--- config.mk ---
export PLATFORM = sky130hd
export DESIGN_NAME = fft_unload_ctrl
export DESIGN_NICKNAME = d
export VERILOG_FILES = /design/src/rtl/fft_unload_ctrl.sv
export SDC_FILE = /design/constraint.sdc
export NUM_CORES = 1
export LEC_CHECK = 0
export BUFFER_PORTS_ARGS = -buffer_cell sky130_fd_sc_hd__buf_2
export CELL_PAD_IN_SITES_DETAIL_PLACEMENT = 0
export CELL_PAD_IN_SITES_GLOBAL_PLACEMENT = 2
export CORE_ASPECT_RATIO = 2
export CORE_UTILIZATION = 35
export CTS_CLUSTER_DIAMETER = 100
export DETAILED_ROUTE_END_ITERATION = 16
export GPL_TIMING_DRIVEN = 0
export PLACE_DENSITY = 0.73
export SYNTH_ARGS = -nofsm -noshare
export SYNTH_HDL_FRONTEND = slang
export SYNTH_SLANG_ARGS = --single-unit
--- constraint.sdc ---
create_clock -name clock -period 3.3 [get_ports clock]
set_input_delay 0.33 -clock clock [delete_from_list [all_inputs] [get_ports clock]]
set_output_delay 0.33 -clock clock [all_outputs]
set_load 0.05 [all_outputs]
--- src/rtl/fft_unload_ctrl.sv ---
// Unloads N_POINTS FFT results from DMEM in natural order and streams them out
// over valid/ready, with a credit-managed FWFT FIFO absorbing read latency.
module fft_unload_ctrl #(
  parameter int N_POINTS = 32,
  parameter int ADDR_W   = 5,
  parameter int DATA_W   = 16,
  parameter int READ_LAT = 1
) (
  input  logic              clock,
  input  logic              reset,
  input  logic              fft_done,
  input  logic              final_bank,
  output logic              rd_en,
  output logic [ADDR_W-1:0] rd_addr,
  output logic              rd_bank_sel,
  input  logic [DATA_W-1:0] rd_real,
  input  logic [DATA_W-1:0] rd_imag,
  output logic              out_valid,
  input  logic              out_ready,
  output logic [DATA_W-1:0] out_real,
  output logic [DATA_W-1:0] out_imag,
  output logic [ADDR_W-1:0] out_index,
  output logic              out_last,
  output logic              busy,
  output logic              unload_done,
  output logic              overrun
);

  localparam int DEPTH = READ_LAT + 2;
  localparam int PTR_W = $clog2(DEPTH);
  localparam int CNT_W = $clog2(DEPTH + 1);
  localparam logic [ADDR_W-1:0] LAST_ADDR = ADDR_W'(N_POINTS - 1);
  localparam logic [PTR_W-1:0]  LAST_PTR  = PTR_W'(DEPTH - 1);

  typedef enum logic [1:0] {IDLE, ISSUE, DRAIN, DONE} state_t;
  state_t state, state_next;

  logic [READ_LAT-1:0] pipe_v;
  logic [ADDR_W-1:0]   pipe_idx [READ_LAT];

  logic [DATA_W-1:0] fifo_real [DEPTH];
  logic [DATA_W-1:0] fifo_imag [DEPTH];
  logic [ADDR_W-1:0] fifo_idx  [DEPTH];
  logic [PTR_W-1:0]  wr_ptr, rd_ptr;
  logic [CNT_W-1:0]  fifo_count;

  logic [CNT_W-1:0] inflight;
  logic [CNT_W:0]   occupancy;
  logic             push, pop, credit_ok, issue, head_last;

  function automatic logic [PTR_W-1:0] ptr_inc(input logic [PTR_W-1:0] p);
    return (p == LAST_PTR) ? '0 : p + 1'b1;
  endfunction

  always_comb begin
    inflight = '0;
    for (int unsigned i = 0; i < READ_LAT; i++) begin
      inflight = inflight + CNT_W'(pipe_v[i]);
    end
  end

  assign push      = pipe_v[READ_LAT-1];
  assign out_valid = (fifo_count != '0);
  assign pop       = out_valid && out_ready;
  // A word popped this cycle frees its slot in time for a read issued now.
  assign occupancy = {1'b0, fifo_count} + {1'b0, inflight} - {{CNT_W{1'b0}}, pop};
  assign credit_ok = occupancy < (CNT_W + 1)'(DEPTH);
  assign issue     = (state == ISSUE) && credit_ok;
  assign rd_en     = issue;
  assign head_last = (fifo_idx[rd_ptr] == LAST_ADDR);

  assign out_real  = out_valid ? fifo_real[rd_ptr] : '0;
  assign out_imag  = out_valid ? fifo_imag[rd_ptr] : '0;
  assign out_index = out_valid ? fifo_idx[rd_ptr]  : '0;
  assign out_last  = out_valid && head_last;

  always_comb begin
    state_next  = state;
    busy        = 1'b0;
    unload_done = 1'b0;
    unique case (state)
      IDLE: begin
        if (fft_done) state_next = ISSUE;
      end
      ISSUE: begin
        busy = 1'b1;
        if (issue && rd_addr == LAST_ADDR) state_next = DRAIN;
      end
      DRAIN: begin
        busy = 1'b1;
        if (pop && head_last && fifo_count == CNT_W'(1) && inflight == '0)
          state_next = DONE;
      end
      DONE: begin
        unload_done = 1'b1;
        state_next  = IDLE;
      end
      default: state_next = IDLE;
    endcase
  end

  always_ff @(posedge clock) begin
    if (reset) begin
      state       <= IDLE;
      rd_addr     <= '0;
      rd_bank_sel <= 1'b0;
      overrun     <= 1'b0;
      pipe_v      <= '0;
      wr_ptr      <= '0;
      rd_ptr      <= '0;
      fifo_count  <= '0;
    end else begin
      state <= state_next;
      if (state == IDLE && fft_done) begin
        rd_bank_sel <= final_bank;
        rd_addr     <= '0;
      end
      if (fft_done && state != IDLE) overrun <= 1'b1;
      // Address parks on the last bin once it has been issued.
      if (issue && rd_addr != LAST_ADDR) rd_addr <= rd_addr + 1'b1;

      pipe_v[0] <= issue;
      for (int unsigned i = 1; i < READ_LAT; i++) begin
        pipe_v[i] <= pipe_v[i-1];
      end

      if (push) wr_ptr <= ptr_inc(wr_ptr);
      if (pop)  rd_ptr <= ptr_inc(rd_ptr);
      fifo_count <= fifo_count + CNT_W'(push) - CNT_W'(pop);
    end
  end

  always_ff @(posedge clock) begin
    pipe_idx[0] <= rd_addr;
    for (int unsigned i = 1; i < READ_LAT; i++) begin
      pipe_idx[i] <= pipe_idx[i-1];
    end
    if (push) begin
      fifo_real[wr_ptr] <= rd_real;
      fifo_imag[wr_ptr] <= rd_imag;
      fifo_idx[wr_ptr]  <= pipe_idx[READ_LAT-1];
    end
  end

endmodule

**Word-level counts from Yosys, hierarchy flattened**

Memories as Yosys holds them, arrays and structs flattened. A register that Yosys moved wholly into a read port is not among the register bits.
Cells that the tools add are included.

- Add/sub/neg operators: 7
- $lt $le $gt $ge: 1
- Equality and inequality tests: 12
- Multiplexer cells: 21
- Reduce and logical (&&, ||, !) cells: 17

Operator list:

| cell | number |
|---|---|
| two-way mux 16 bit | 2 |
| two-way mux 2 bit | 11 |
| two-way mux 5 bit | 3 |
| == test 5 bit (second input constant) | 2 |
| logical AND 1 bit | 10 |
| == test 2 bit (second input constant) | 4 |
| case mux 2 bit (4 select lines) | 1 |
| nonzero test 2 bit | 3 |
| adder 5 x 1 -> 5 bit (second input constant) | 1 |
| inequality test 5 bit (second input constant) | 1 |
| adder 2 x 1 -> 2 bit (second input constant) | 2 |
| == test 2 x 1 -> 1 bit (second input constant) | 2 |
| zero test 2 bit | 2 |
| two-way mux 1 bit | 4 |
| inequality test 2 bit (second input constant) | 2 |
| adder 2 x 1 -> 3 bit | 1 |
| < comparator 3 x 2 -> 1 bit (second input constant) | 1 |
| AND reduction 3 bit | 1 |
| subtractor 3 x 1 -> 3 bit | 1 |
| adder 2 x 1 -> 2 bit | 1 |
| inequality test 2 x 1 -> 1 bit (second input constant) | 1 |
| OR reduction 2 bit | 1 |
| subtractor 2 x 1 -> 2 bit | 1 |

- Register bits after elaboration: 16
- RAM bits: 116
- Memories kept: 4

Memory list:

| name | depth | width | read ports | clocked after Yosys merged registers in | wr ports | line | text |
|---|---|---|---|---|---|---|---|
| fifo_imag | 3 | 16 | 1 | 1 | 1 | 42 | `logic [DATA_W-1:0] fifo_imag [DEPTH];` |
| fifo_real | 3 | 16 | 1 | 1 | 1 | 41 | `logic [DATA_W-1:0] fifo_real [DEPTH];` |
| fifo_idx | 3 | 5 | 1 | 1 | 1 | 43 | `logic [ADDR_W-1:0] fifo_idx [DEPTH];` |
| pipe_idx | 1 | 5 | 1 | 0 | 1 | 39 | `logic [ADDR_W-1:0] pipe_idx [READ_LAT];` |

**Depth between registers and ports, before layout**

- Depth in word-level cells: 8
- Depth in mapped cells: 10
- Mapped depth without buffers: 10

**Worst setup path before layout**

OpenSTA, ideal clock, no wires.

- Kind: register -> register
- Start: register pipe_v
- End: memory fifo_idx[2][0], enable pin
- Arrival: 3163 ps
- Data required time: 2815 ps
- Slack: -348 ps
- Cell stages (with the launch flop): 3
- Period minus slack after synthesis: 3648 ps
- Cell sequence: dfxtp_1 > inv_1 > nor3b_1

- Longest elaborated chain between the ends: 2

RTL lines:

| what | line | text |
|---|---|---|
| start: declaration | 38 | `logic [READ_LAT-1:0] pipe_v;` |
| start signal: indexed assignment | 124 | `pipe_v[i] <= pipe_v[i-1];` |
| two-way mux 1 bit | 138 | `if (push) begin` |
| two-way mux 1 bit (implied by the code) | 141 | `fifo_idx[wr_ptr] <= pipe_idx[READ_LAT-1];` |
| end: declaration | 43 |  |

No other way between the ends.

==> flow_summary_export.csv <==
group,metric,value,unit
run_status,outcome,"finished, final reports clean",
sta,max_freq,373,MHz
place,place_area,0.00604,mm^2
setup_path,path_cells,"buf_2, buf_1, buf_1, a21oi_1, nor2_1, buf_2",
setup_path,cp.required,2.97,ns
cells_and_area,design_area,0.00666,mm^2
logic_synthesis,ys_warn_count,0,
clock_network,clk_pin_slew,0.06,ns
logic_synthesis,ys_seq_area_share,72.5,%
power_and_ir_drop,pwr-share-seq,40.1,%
logic_synthesis,synth_commonest_cells,"edfxtp_1 (111), nor2_1 (85), a21oi_1 (45)",
place,io_buffers,84,
power_and_ir_drop,p_sw,1.49,mW
logic_synthesis,syn_area,0.00523,mm^2
sta,tightest_slew,0.874,ns
sta,drv_slew,0,
floorplanning,num_io_pins,86,
setup_path,start_kind,"flop",
clock_network,post_cts_resized,0,
global_routing,track_usage,15.8,%
cells_and_area,drive_gt1_share,26.3,%
sta,fin_skew,0.00636,ns
floorplanning,die_x,88.5,um
global_routing,grt_max_degree,25,
routing,drc,0,
floorplanning,die_h,175,um
place,pre_cts_ws,0.567,ns
logic_synthesis,synthTopCellsByArea,"edfxtp_1 (64%), dfxtp_1 (8.8%), mux2i_1 (7.3%)",
cells_and_area,multi_input_area,0.00136,mm^2
global_routing,antenna_found_initial,1,
logic_synthesis,synthCells,378,
logic_synthesis,syn-num-nets,423,
setup_path,worstSetupEndpointType,"output port",
floorplanning,die_area,0.0155,mm^2
cells_and_area,fin_nets,531,
logic_synthesis,post-synth-top-count-cell,"edfxtp_1",
floorplanning,rows,62,
cells_and_area,final-seq-area,0.00379,mm^2
setup_path,path_buf_inv,4,
setup_path,path_depth,6,
setup_path,critical_path.max_stage_delay,0.46,ns
power_and_ir_drop,switching_share,29.6,%
setup_path,worstPathArrival,2.35,ns
sta,rsz0062_at_grt,"false",
sta,post-route-period-util,81.2,%
routing,drtIter0Drc,94,
logic_synthesis,synth_ff_type,"edfxtp_1",
clock_network,cts_htree_levels,4,
routing,drt-total-wl,11200,um
setup_path,cp_top_family,"buffers and inverters",
logic_synthesis,syn_area_per_cell,13.8,um^2
cells_and_area,final_core_util,45.9,%
clock_network,clk_latency,0.41,ns
global_routing,grt.overflow.total,0,
sta,fin_hold_ws,0.121,ns
power_and_ir_drop,p_per_area,758,mW/mm^2
sta,hold_violations,0,
setup_path,path_class,"reg2out",
routing,route.antenna.remaining_nets,0,
power_and_ir_drop,power_frac_comb,21.3,%
sta,max_slew_margin,41.5,%
clock_network,clkSinkCount,134,
place,gp_congestion,0.722,
worst_hold_path,hold_path_class,"in2reg",
setup_path,crit_slowest_cell,"buf_1",
place,dp_cells,659,
power_and_ir_drop,p_clk_share,38.6,%
power_and_ir_drop,p_total,5.05,mW
logic_synthesis,synth_edf_count,111,
routing,vias,3264,
floorplanning,initial_utilization,36.1,%
setup_path,rrSetupSlack,0.66,ns
global_routing,grt_pass1_vias,3440,
sta,fin_ws,0.621,ns
floorplanning,coreArea,0.0145,mm^2
clock_network,clockBufferDepth,2,
clock_network,cts_buffers,17,
place,dpl.hpwl,7820,um
sta,fin_setup_tns,0,ns
logic_synthesis,synth_top_area_share,63.7,%
global_routing,grt_pass1_wl,17800,um
cells_and_area,syn_to_final_growth,27.2,%
flow_run,max_cap_violations,0,
cells_and_area,final_cells,691,
logic_synthesis,synth.ff_latch_count,134,
clock_network,hold_buffers,0,
logic_synthesis,synth.largest_area_cell,"edfxtp_1",
logic_synthesis,ys_types,33,
cells_and_area,fillers,1386,
worst_hold_path,whs_path_depth,1,
routing,drt_pass1_iterations,4,
power_and_ir_drop,internal-power,3.55,mW
routing,wl_per_cell,16.2,um
clock_network,post_cts_buffers,0,
sta,min_period,2.68,ns
routing,detail_route.vias_per_cell,4.72,
setup_path,rr_worst_depth,8,
clock_network,cts_tree,"yes",
logic_synthesis,ys_async_sr_fraction,0,%
power_and_ir_drop,p_leak,2.47,nW
cells_and_area,antennaDiodeCount,0,
setup_path,critPathMaxFanout,10,
sta,setup_violations,0,
clock_network,clockRootBuffer,"clkbuf_16",
power_and_ir_drop,ir_drop,0.000437,V
==> cell type report <==
type | instances | share of cell area, %
Inverter | 8 | 0.451
Clock inverter | 12 | 2.67
Timing Repair Buffer | 89 | 8.08
Multi-Input combinational cell | 218 | 20.5
Clock buffer | 20 | 6.56
Buffer | 18 | 1.15
Tap cell | 192 | 3.61
Sequential cell | 134 | 57.0
==> registers in the layout, summed over array words and instances, names as in the netlist, named ones only <==
| register | cells |
|---|---|
| fifo_real | 48 |
| fifo_count | 2 |
| overrun | 1 |
| rd_addr | 5 |
| rd_bank_sel | 1 |
| fifo_imag | 48 |
| state | 2 |
| pipe_idx | 5 |
| rd_ptr | 2 |
| wr_ptr | 2 |
| fifo_idx | 15 |
| pipe_v | 1 |
==> logic make-up after synthesis <==
group,synth area share (%)
flops,72.5
xor+xnor,0.167
compound gates,6.22
mux,8.34
simple gates,8.70
buf+inv,2.03
fa+ha+maj,2.06
==> worst paths after layout <==
check | start | endpoint
hold reg to reg | rd_addr[4] | pipe_idx[0][4]
setup / recovery | flop | out_imag[12]
setup reg to reg | fifo_count[1] | rd_addr[2]
hold / removal | rd_imag[12] | fifo_imag[0][12]
==> per-layer routing <==
layer | vias up | GRT usage, % | wire length (um)
met2 | 80 | 29.9 | 6460
met1 | 1577 | 15.5 | 4060
met3 | 15 | 4.68 | 464
met4 | 2 | 5.98 | 190
li1 | 1590 | - | -
met5 | - | 0 | 12
==> power by group through the flow <==
stage,sequential (mW),combinational [mW],clock (mW)
2_1_floorplan,2.09,0.746,0
3_3_place_gp,2.06,1.04,0
3_5_place_dp,2.06,1.09,0
4_1_cts,2.03,1.09,1.99
5_1_grt,2.04,1.16,2.06
6_report,2.03,1.07,1.95
==> worst reg2reg max path, stage by stage (launching register included) <==
cell and delay, ns:
dfxtp_1 0.40, nand3_1 0.14, o21ai_0 0.11, ha_1 0.19, fa_1 0.47, a2111oi_2 0.72, a21oi_1 0.19, o21ai_0 0.21
a21oi_1 0.08
==> placed cells by master (no fill, tap or decap), types with 3 or more instances in the layout <==
master / synthesis / layout
edfxtp_1: 111 / 111
buf_2: 4 / 88
nor2_1: 85 / 84
a21oi_1: 45 / 45
mux2i_1: 38 / 38
dfxtp_1: 23 / 23
clkbuf_16: 0 / 17
clkbuf_1: 6 / 9
inv_1: 8 / 8
nand2_1: 8 / 8
buf_1: 7 / 7
ha_1: 7 / 7
nand3_1: 5 / 5
bufinv_16: 0 / 4
clkinvlp_4: 0 / 4
mux2_1: 3 / 3
nor2b_1: 3 / 3
buf_16: 0 / 3
Power figures use the tool's default switching activity.
